`src/rtl/tdc_reg_access.sv`:
```
// tdc_reg_access
//   Turns one TDC register read/write command into a burst of SPI bytes for
//   the byte-level tdc_spi_master. The burst is a command byte followed by
//   1..3 data bytes, with chip select held low across it (spi_cs_end flags
//   the last byte). Read data comes back right-aligned.
//
// Ports
//   clk, rst            clock, synchronous active-high reset
//   cmd_valid/ready     command handshake (ready only while idle)
//   cmd_write           1 = write, 0 = read
//   cmd_addr[5:0]       register address
//   cmd_nbytes[1:0]     data bytes 1..3 (0 is rejected with rsp_err)
//   cmd_wdata[23:0]     write data, right-aligned, MSB byte sent first
//   rsp_valid           one-cycle completion pulse
//   rsp_err             illegal nbytes or per-byte timeout
//   rsp_rdata[23:0]     read data, right-aligned; 0 for writes
//   spi_start           one-cycle byte start to the SPI master
//   spi_data_in[7:0]    byte to send, stable until spi_new_data
//   spi_cs_end          set for the last byte of the burst
//   spi_busy            master busy (observed only)
//   spi_new_data        master byte-done pulse
//   spi_data_out[7:0]   byte received, valid with spi_new_data
module tdc_reg_access #(
  parameter int TIMEOUT_CYC = 1024
) (
  input  logic        clk,
  input  logic        rst,
  input  logic        cmd_valid,
  output logic        cmd_ready,
  input  logic        cmd_write,
  input  logic [5:0]  cmd_addr,
  input  logic [1:0]  cmd_nbytes,
  input  logic [23:0] cmd_wdata,
  output logic        rsp_valid,
  output logic        rsp_err,
  output logic [23:0] rsp_rdata,
  output logic        spi_start,
  output logic [7:0]  spi_data_in,
  output logic        spi_cs_end,
  input  logic        spi_busy,
  input  logic        spi_new_data,
  input  logic [7:0]  spi_data_out
);

  localparam int TW = $clog2(TIMEOUT_CYC);

  typedef enum logic [1:0] {S_IDLE, S_LOAD, S_WAIT, S_DONE} state_t;

  state_t      state, state_nxt;

  logic        wr_q;
  logic [5:0]  addr_q;
  logic [1:0]  nb_q;
  logic [23:0] wdata_q;
  logic [1:0]  byte_idx;
  logic [TW-1:0] to_cnt;
  logic        err_q;
  logic [23:0] rdata_q;

  logic        accept;
  logic        last_byte;
  logic        timeout;
  logic [7:0]  tx_byte;
  logic [1:0]  wsel;

  assign accept    = cmd_valid & cmd_ready;
  // Burst length is nbytes+1, so the last byte index equals nbytes.
  assign last_byte = (byte_idx == nb_q);
  assign timeout   = (state == S_WAIT) & ~spi_new_data &
                     (to_cnt == TW'(TIMEOUT_CYC - 1));

  // State register
  always_ff @(posedge clk) begin
    if (rst) state <= S_IDLE;
    else     state <= state_nxt;
  end

  // Next state
  always_comb begin
    state_nxt = state;
    case (state)
      S_IDLE: if (accept) state_nxt = (cmd_nbytes == 2'd0) ? S_DONE : S_LOAD;
      S_LOAD: state_nxt = S_WAIT;
      S_WAIT: begin
        if (spi_new_data) state_nxt = last_byte ? S_DONE : S_LOAD;
        else if (timeout) state_nxt = S_DONE;
      end
      S_DONE: state_nxt = S_IDLE;
      default: state_nxt = S_IDLE;
    endcase
  end

  // Outputs / byte selection
  always_comb begin
    // Ready stays low through the response pulse so a held cmd_valid is
    // only taken once the previous result has been presented.
    cmd_ready = (state == S_IDLE) & ~rsp_valid;
    wsel      = nb_q - byte_idx;
    tx_byte   = 8'h00;
    if (byte_idx == 2'd0)
      tx_byte = {(nb_q > 2'd1), wr_q, addr_q};
    else if (wr_q) begin
      case (wsel)
        2'd0:    tx_byte = wdata_q[7:0];
        2'd1:    tx_byte = wdata_q[15:8];
        default: tx_byte = wdata_q[23:16];
      endcase
    end
  end

  // Datapath and registered outputs
  always_ff @(posedge clk) begin
    if (rst) begin
      wr_q        <= 1'b0;
      addr_q      <= '0;
      nb_q        <= '0;
      wdata_q     <= '0;
      byte_idx    <= '0;
      to_cnt      <= '0;
      err_q       <= 1'b0;
      rdata_q     <= '0;
      rsp_valid   <= 1'b0;
      rsp_err     <= 1'b0;
      rsp_rdata   <= '0;
      spi_start   <= 1'b0;
      spi_data_in <= '0;
      spi_cs_end  <= 1'b0;
    end else begin
      spi_start <= (state == S_LOAD);
      rsp_valid <= (state == S_DONE);
      rsp_err   <= (state == S_DONE) & err_q;

      case (state)
        S_IDLE: begin
          if (accept) begin
            wr_q     <= cmd_write;
            addr_q   <= cmd_addr;
            nb_q     <= cmd_nbytes;
            wdata_q  <= cmd_wdata;
            byte_idx <= '0;
            to_cnt   <= '0;
            rdata_q  <= '0;
            err_q    <= (cmd_nbytes == 2'd0);
          end
        end
        S_LOAD: begin
          spi_data_in <= tx_byte;
          spi_cs_end  <= last_byte;
          to_cnt      <= to_cnt + 1'b1;
        end
        S_WAIT: begin
          to_cnt <= to_cnt + 1'b1;
          if (spi_new_data) begin
            // Byte 0 is the command byte; what comes back with it is junk.
            if (!wr_q && byte_idx != 2'd0)
              rdata_q <= {rdata_q[15:0], spi_data_out};
            if (!last_byte) begin
              byte_idx <= byte_idx + 1'b1;
              // Counter is zero on entry to LOAD so the budget covers LOAD+WAIT.
              to_cnt   <= '0;
            end
          end else if (timeout) begin
            err_q <= 1'b1;
          end
        end
        S_DONE: rsp_rdata <= wr_q ? 24'h0 : rdata_q;
        default: ;
      endcase
    end
  end

  // The master must have finished the previous byte before the next launch.
  assert property (@(posedge clk) disable iff (rst) (state == S_LOAD) |-> !spi_busy);

endmodule

```
`config.mk`:
```
export PLATFORM = sky130hd
export DESIGN_NAME = tdc_reg_access
export DESIGN_NICKNAME = d
export VERILOG_FILES = /design/src/rtl/tdc_reg_access.sv
export SDC_FILE = /design/constraint.sdc
export NUM_CORES = 1
export LEC_CHECK = 0
export CAP_MARGIN = 20
export CORE_ASPECT_RATIO = 1.4
export CORE_MARGIN = 3
export CORE_UTILIZATION = 47
export CTS_CLUSTER_DIAMETER = 50
export DETAILED_ROUTE_END_ITERATION = 16
export PLACE_DENSITY = 0.75
export SYNTH_ARGS = -nofsm -noshare
export SYNTH_HDL_FRONTEND = slang
export SYNTH_SLANG_ARGS = --single-unit
```
`constraint.sdc`:
```
create_clock -name clk -period 1.8 [get_ports clk]
set_clock_uncertainty 0.1 [all_clocks]
set_input_delay 0.36 -clock clk [delete_from_list [all_inputs] [get_ports clk]]
set_output_delay 0.36 -clock clk [all_outputs]
set_load 0.02 [all_outputs]
```
### Yosys cells after proc, flatten, opt, wreduce, memory -nomap -nowiden

Cells that the tools add are included.

| word-level totals | value |
|---|---|
| output and inout port bits | 37 |
| bits of input ports | 46 |
| logic and storage cells | 80 |
| register bits after elaboration | 108 |

| operators by class | value |
|---|---|
| magnitude comparators | 1 |
| mux-type cells | 26 |
| bitwise gates (word level) | 7 |
| add/subtract/negate cells | 3 |
| eq/ne operators | 13 |
| reductions and logical operators | 15 |

Operators with widths:

| cell | count |
|---|---|
| 2-to-1 mux 24 bit | 4 |
| one-hot mux 24 bit (2 select lines) | 1 |
| 2-to-1 mux 10 bit | 3 |
| one-hot mux 10 bit (3 select lines) | 1 |
| 2-to-1 mux 2 bit | 8 |
| 2-to-1 mux 8 bit | 2 |
| one-hot mux 8 bit (2 select lines) | 1 |
| AND reduction 4 bit | 3 |
| adder 10 x 1 -> 10 bit, second input constant | 1 |
| equality test 10 bit, second input constant | 1 |
| inequality test 2 bit, second input constant | 5 |
| logical NOT 2 bit | 4 |
| one-hot mux 2 bit (4 select lines) | 1 |
| AND reduction 2 bit | 3 |
| bitwise AND 1 bit | 5 |
| equality test 2 x 1 -> 1 bit, second input constant | 2 |
| equality test 2 bit, second input constant | 2 |
| one-hot mux 2 bit (2 select lines) | 1 |
| nonzero test 2 bit | 2 |
| 2-to-1 mux 1 bit | 3 |
| inequality test 3 bit, second input constant | 1 |
| nonzero test 3 bit | 1 |
| adder 2 x 1 -> 2 bit, second input constant | 1 |
| equality test 2 bit | 1 |
| other kinds (7) | 8 |

### Depth between registers and ports, before layout

Gate-level depths: netlist of run 1.

| logic depth | value |
|---|---|
| word-level depth | 6 |
| mapped depth | 8 |
| mapped depth without buffers | 6 |

### Least setup slack after synthesis of run 1

OpenSTA, ideal clock, no wires.

| timing path | value |
|---|---|
| path kind | register to register |
| start | register state[0] |
| end | register rdata_q[0] |
| path buffers | 2 |
| period minus slack after synthesis | 1.953 ns |
| arrival | 1.725 ns |
| library setup time | 0.128 ns |
| data required time | 1.572 ns |
| cell stages (with the launch flop) | 9 |
| slack | -0.153 ns |
| cell sequence | dfxtp_1 -> inv_1 -> ha_1 -> buf_2 -> nand3b_1 -> a22oi_4 -> buf_6 -> mux2i_1 -> nor2_1 |

| on the way | value |
|---|---|
| word-level cells in the longest chain between the ends | 5 |
| elaborated cells on any way between the ends | 10 |
| classes of those cells | eq/ne (4); mux (1); bitwise (2); reduce/logical (3) |

RTL lines:

| what | RTL line | text |
|---|---|---|
| start: declaration | 49 | `state_t state, state_nxt;` |
| start signal: assignment | 75 | `else state <= state_nxt;` |
| logical NOT 2 bit | 97, 133 |  |
| bitwise AND 1 bit | 97 | `cmd_ready = (state == S_IDLE) & ~rsp_valid;` |
| bitwise AND 1 bit | 66 | `assign accept = cmd_valid & cmd_ready;` |
| inequality test 2 bit (no source line) | n/a |  |
| AND reduction 4 bit (no source line) | n/a |  |
| end signal: assignment | 156 | `rdata_q <= {rdata_q[15:0], spi_data_out};` |
| end: declaration | 58 | `logic [23:0] rdata_q;` |

Parallel ways exist; a longest one is shown, timed or not.
A chain may end at the register's enable or synchronous reset.

### Worst setup path after layout of run 1

| timing path | value |
|---|---|
| start | register byte_idx[1] |
| end | register rdata_q[3] |

| on the way | value |
|---|---|
| word-level cells in the longest chain between the ends | 4 |

RTL lines:

| what | RTL line | text |
|---|---|---|
| start: declaration | 55 | `logic [1:0] byte_idx;` |
| start signal: assignment | 158 | `byte_idx <= byte_idx + 1'b1;` |
| nonzero test 2 bit | 155 | `if (!wr_q && byte_idx != 2'd0)` |
| logical AND 1 bit | 155 |  |
| inequality test 2 x 1 -> 1 bit (no source line) | n/a |  |
| AND reduction 4 bit (no source line) | n/a |  |

No other way between the ends.

==> results of run 1 <==
## worst max-delay path, stage by stage (launching register included)
cell       delay [ps]
dfxtp_4           370
inv_2              50
ha_4              150
or3b_4            370
a22oi_4           200
clkbuf_16         230
mux2i_1           190
nor2_1             60
## cell families (layout without fill, tap and decap cells)
kind of cell    count (synthesis)  after routing  share of synthesized area (%)
simple gates                  227            227                           23.8
flops                         108            108                           46.3
compound gates                105            105                           14.5
buf+inv                        53            150                           4.82
mux                            33             33                           7.07
fa+ha+maj                       8              8                           2.14
xor+xnor                        6              6                           1.42
## registers in the layout, summed over array words and instances, names as in the netlist
name         count
spi_data_in      8
spi_start        1
nb_q             2
rsp_valid        1
byte_idx         2
spi_cs_end       1
err_q            1
wr_q             1
wdata_q         24
rdata_q         24
to_cnt          10
rsp_err          1
state            2
rsp_rdata       24
addr_q           6
## per-stage QoR
step / setup slack (ps) / power [mW] / setup TNS (ps) / std cells
after floorplan: -84.6 / 4.91 / -1690 / 540
after global placement: -336 / 5.93 / -13550 / 752
after detailed placement: -365 / 6.01 / -16150 / 752
after CTS: -27.0 / 8.08 / -115 / 768
after global routing: -83.0 / 8.65 / -1550 / 769
final: -35.5 / 8.17 / -286 / 769
## power by group
part / switching (mW) / internal, mW / leakage (nW) / total [mW]
clock: 0.849 / 1.19 / 0.156 / 2.04
sequential: 0.201 / 2.71 / 0.879 / 2.91
combinational: 1.70 / 1.53 / 1.50 / 3.22
## cell type report
cell class	instances	area, um^2	area share [%]
clock buffer	13	270	4.31
clock inverter	3	43.8	0.698
inverter	13	53.8	0.857
multi-input combinational	379	2370	37.7
sequential	108	2170	34.6
tap	132	165	2.63
timing repair buffer	121	1200	19.2
## path summary, 6_finish.rpt
kind                                 start                  endpoint  slack, ps  cells past startpoint
hold / removal                         rst  rdata_q[23]$_SDFFE_PP0P_        330                      2
setup / recovery  byte_idx[1]$_SDFFE_PP0P_   rdata_q[3]$_SDFFE_PP0P_        -40                      7
setup reg to reg  byte_idx[1]$_SDFFE_PP0P_   rdata_q[3]$_SDFFE_PP0P_        -40                      7
hold reg to reg   wdata_q[15]$_SDFFE_PP0P_  wdata_q[15]$_SDFFE_PP0P_        350                      2
## layer usage
layer  GRT usage (%)  vias up  share of wire (%)
met5               0        -                  0
met4            7.57        0                1.7
met3            5.14       14                4.6
met2            36.8       88                 52
met1            23.2     1878                 41
li1                -     2007                  -
## synth_stat cells (all sizes together)
| cell type | instances | share of area [%] |
|---|---|---|
| o41ai | 1 | 0.19 |
| ha | 8 | 2.1 |
| a2111oi | 2 | 0.37 |
| a21oi | 63 | 6.7 |
| a41o | 1 | 0.21 |
| nor3b | 1 | 0.16 |
| clkbuf | 32 | 2.6 |
| a311oi | 8 | 1.5 |
| or3b | 1 | 0.19 |
| inv | 13 | 1.0 |
| a31o | 1 | 0.19 |
| o21ai | 2 | 0.21 |
| and2 | 25 | 3.3 |
| a211o | 1 | 0.37 |
| nand3b | 17 | 2.7 |
| or4 | 2 | 0.32 |
| dfxtp | 108 | 46 |
| a22oi | 2 | 0.62 |
| xnor2 | 5 | 0.94 |
| nor2 | 44 | 3.5 |
| o211ai | 8 | 1.3 |
| nand3 | 4 | 0.43 |
| nand4 | 2 | 0.40 |
| a21boi | 1 | 0.16 |
| nand2b | 19 | 2.5 |
| o21a | 2 | 0.32 |
| o211a | 1 | 0.21 |
| mux2i | 33 | 7.1 |
| xnor3 | 1 | 0.48 |
| o31ai | 4 | 0.64 |
| a211oi | 8 | 1.5 |
| nand2 | 86 | 6.9 |
| or3 | 2 | 0.27 |
| nor2b | 14 | 1.9 |
| nor3 | 10 | 1.1 |
| buf | 8 | 1.2 |
## timing repair
action,in CTS,in global routing
gates resized for setup,14,27
pin swaps,0,3
hold endpoints to repair,0,0
cloned,0,1
setup endpoints to repair,36,78
setup buffers,0,0
==> impl_metrics.ini, run 1 <==
[routing]
vias_per_cell = 5.18
drt_first_pass_iters = 4
drt-total-wl_mm = 11.1
drt-initial-drc-count = 173
ant_nets = 0
num_vias = 3987
post-route-drc-count = 0
wl_per_cell_um = 14.5

[grt]
antenna_found_initial = 0
grt_pass1_vias = 4029
grt_usage_pct = 20.3
grt_max_degree = 49
gr-total-overflow = 0
grt_first_pass_wirelength_mm = 18.4

[floorplanning]
rows = 42
start_util_pct = 48.9
chipHeight_um = 124
core-area_mm2 = 0.00956
die_w_um = 90.3
io_pins = 83
die-area_mm2 = 0.0112

[placement]
dp_hpwl_mm = 7.63
gp_congestion = 0.781
place_area_mm2 = 0.00584
io_buffers = 81

[clock_network]
cts.sinks = 108
tritoncts = built
cts_buffers = 9
cts_root_buffer = clkbuf_16
ctsHtreeMaxLevel = 3
clk_latency_ps = 340
path_clk_slew_ps = 70
ctsLongestPathBuffers = 2
ctsHoldBuffers = 0

[synth]
synth_warnings = 0
netlist_instances = 540
yosysSeqAreaShare_pct = 46.3
syn_nets = 594
ys_seq_elements = 108
avgSynthCellArea_um2 = 8.66
yosys.cell_types.count = 41
synth_area_mm2 = 0.00467

[sta]
tightest_slew_ps = 435
period_minus_slack_ps = 1840
drv_slew = 0
hold_violations = 0
final.setup.worst_slack_ps = -35.5
slew_headroom_pct = 71.0
whs_ps = 332
fmaxAchievable_ghz = 0.545
setup_viol = 15
rsz0062_at_grt = true
fin_crit_sh_pct = 102

[cells_and_area]
postLayoutCellArea_mm2 = 0.00628
diodes = 0
final_common_cell = dfxtp_1
areaGrowthSynthToFinish_pct = 34.3
n_fill_cell = 794
layout-drive-gt1-share_pct = 13.3
post-route-util_pct = 65.6
final_cell_mix = 103 x dfxtp_1, 86 x nand2_1, 67 x clkdlybuf4s50_1, 63 x a21oi_1, 43 x nor2_1
layout.nets = 686

[critical_path]
path_max_fanout = 12
startpoint_type = register
required_ps = 1920
arrival_ps = 1960
worstSetupPathType = register to register
crit_path_end_kind = register

[outcome]
status = finished with violations
violations = negative setup slack

[min_path]
hp-class = input pin to register

[pwr]
power.density_mw_per_mm2 = 1300
ir_drop_mv = 0.659
p_leak_nw = 2.54

[flow_run]
cap_viol_max_count = 0
Power figures use the tool's default switching activity.
==> run 2, diff against run 1 <==
GPL_ROUTABILITY_DRIVEN = 0   (was unset)
==> results of run 2 <==
Final layout, timing and power as in run 1 (identical DEF).
==> run 3, diff against run 2 <==
SKIP_CTS_REPAIR_TIMING = 1   (was unset)
==> impl_metrics.ini, run 3 (synthesis gave the netlist of run 1 again) <==
[outcome]
status = finished with violations
violations = negative setup slack

[sta]
final.setup.worst_slack_ps = -84.7
whs_ps = 343
fmaxAchievable_ghz = 0.531
hold_violations = 0
slew_headroom_pct = 70.5
rsz0062_at_grt = true
period_minus_slack_ps = 1880
tightest_slew_ps = 443
fin_crit_sh_pct = 105
setup_viol = 24
drv_slew = 0

[cells_and_area]
diodes = 0
final_cell_mix = 103 x dfxtp_1, 86 x nand2_1, 67 x clkdlybuf4s50_1, 63 x a21oi_1, 43 x nor2_1
layout.nets = 688
areaGrowthSynthToFinish_pct = 35.5
top_regs = rdata_q: 24 flops, rsp_rdata: 24 flops, wdata_q: 24 flops
final_common_cell = dfxtp_1
layout-drive-gt1-share_pct = 13.6

[floorplanning]
io_pins = 83
die-area_mm2 = 0.0112
rows = 42
start_util_pct = 48.9
core-area_mm2 = 0.00956
chipHeight_um = 124
die_w_um = 90.3

[critical_path]
r2r_start = byte_idx[0]$_SDFFE_PP0P_
reg2regPathDepth = 7
r2r_setup_slack_ps = -70
critPathLaunch = spi_new_data
startpoint_type = input pin
arrival_ps = 2010
worstSetupPathType = input pin to register
crit_path_end_kind = register
path_max_fanout = 12
endpoint = rdata_q[15]$_SDFFE_PP0P_
required_ps = 1930
reg2reg_to = rdata_q[15]$_SDFFE_PP0P_

[routing]
drt-initial-drc-count = 169
drt-total-wl_mm = 11.3
vias_per_cell = 5.21
post-route-drc-count = 0
ant_nets = 0
num_vias = 4020
drt_first_pass_iters = 4
wl_per_cell_um = 14.6

[pwr]
internal_power_mw = 5.51
power.switching_fraction_pct = 33.6
p_clk_share_pct = 24.6
ir_drop_mv = 0.637
p_leak_nw = 2.58
total_power_mw = 8.29
netSwitchingPower_mw = 2.78
power.density_mw_per_mm2 = 1310
p_comb_share_pct = 40.3
p_seq_share_pct = 35.1

[clock_network]
ctsHtreeMaxLevel = 3
path_clk_slew_ps = 70
clk_latency_ps = 340
ctsLongestPathBuffers = 2
cts_root_buffer = clkbuf_16
cts.sinks = 108
cts_buffers = 9
tritoncts = built

[grt]
grt_pass1_vias = 4020
antenna_found_initial = 0
grt_max_degree = 49
grt_usage_pct = 20.3
grt_first_pass_wirelength_mm = 18.4
gr-total-overflow = 0

[flow_run]
cap_viol_max_count = 0

[placement]
dp_hpwl_mm = 7.63
io_buffers = 81

[min_path]
hp-class = input pin to register
-- run 3: changes by cell type in the layout (fill, tap and decap cells not counted), sizes merged --
cell / change
dlymetal6s2s: +2
dlygate4sd2: -1
clkbuf: +1
-- run 3: layer usage --
layer,vias to the layer above,global-route usage [%],routed length (um)
li1,2009,-,-
met1,1892,23.2,4680
met2,102,36.6,5900
met3,17,6.04,491
met4,0,6.51,191
met5,-,0,0
-- run 3: cell type report --
type	count	area [um^2]
tap	132	165
inverter	13	53.8
sequential	108	2170
multi-input combinational	379	2390
clock buffer	13	270
clock inverter	3	43.8
fill	781	3230
timing repair buffer	123	1240
-- run 3: critical path: stages --
cell             delay (ps)
clkdlybuf4s50_1         510
or3b_4                  400
a22oi_4                 250
clkbuf_16               240
mux2i_1                 200
nor2_1                   50
-- run 3: power by group through the flow --
stage | sequential (mW) | clock, mW | combinational [mW]
floorplan | 3.00 | 0 | 1.91
global placement | 2.92 | 0 | 3.01
detailed placement | 2.93 | 0 | 3.08
CTS | 2.89 | 2.08 | 3.10
global route | 2.94 | 2.19 | 3.63
finish | 2.91 | 2.04 | 3.34
-- run 3: how the worst min path moves through the flow --
stage / slack (ps) / end / startpoint / cells after the start
final: 340 / rdata_q[23]$_SDFFE_PP0P_ / rst / 2
after global routing: 350 / rdata_q[8]$_SDFFE_PP0P_ / rst / 2
after floorplan: 330 / rsp_err$_SDFF_PP0_ / err_q$_SDFFE_PP0P_ / 1
after detailed placement: 350 / wdata_q[15]$_SDFFE_PP0P_ / wdata_q[15]$_SDFFE_PP0P_ / 2
after CTS: 330 / rdata_q[23]$_SDFFE_PP0P_ / rst / 2
after global placement: 340 / wdata_q[14]$_SDFFE_PP0P_ / wdata_q[14]$_SDFFE_PP0P_ / 2
-- run 3: through the flow --
step                      area (um^2)  setup TNS [ps]  cells  setup WS [ps]  utilization, %
after floorplan                  4700           -1690    540          -84.6               -
after global placement           5840          -13550    752           -336            61.0
after detailed placement         5840          -16150    752           -365            61.0
after CTS                        6150           -3330    768           -384            64.3
after global routing             6330           -3030    771           -135            66.2
final                            6330           -1270    771          -84.7            66.2
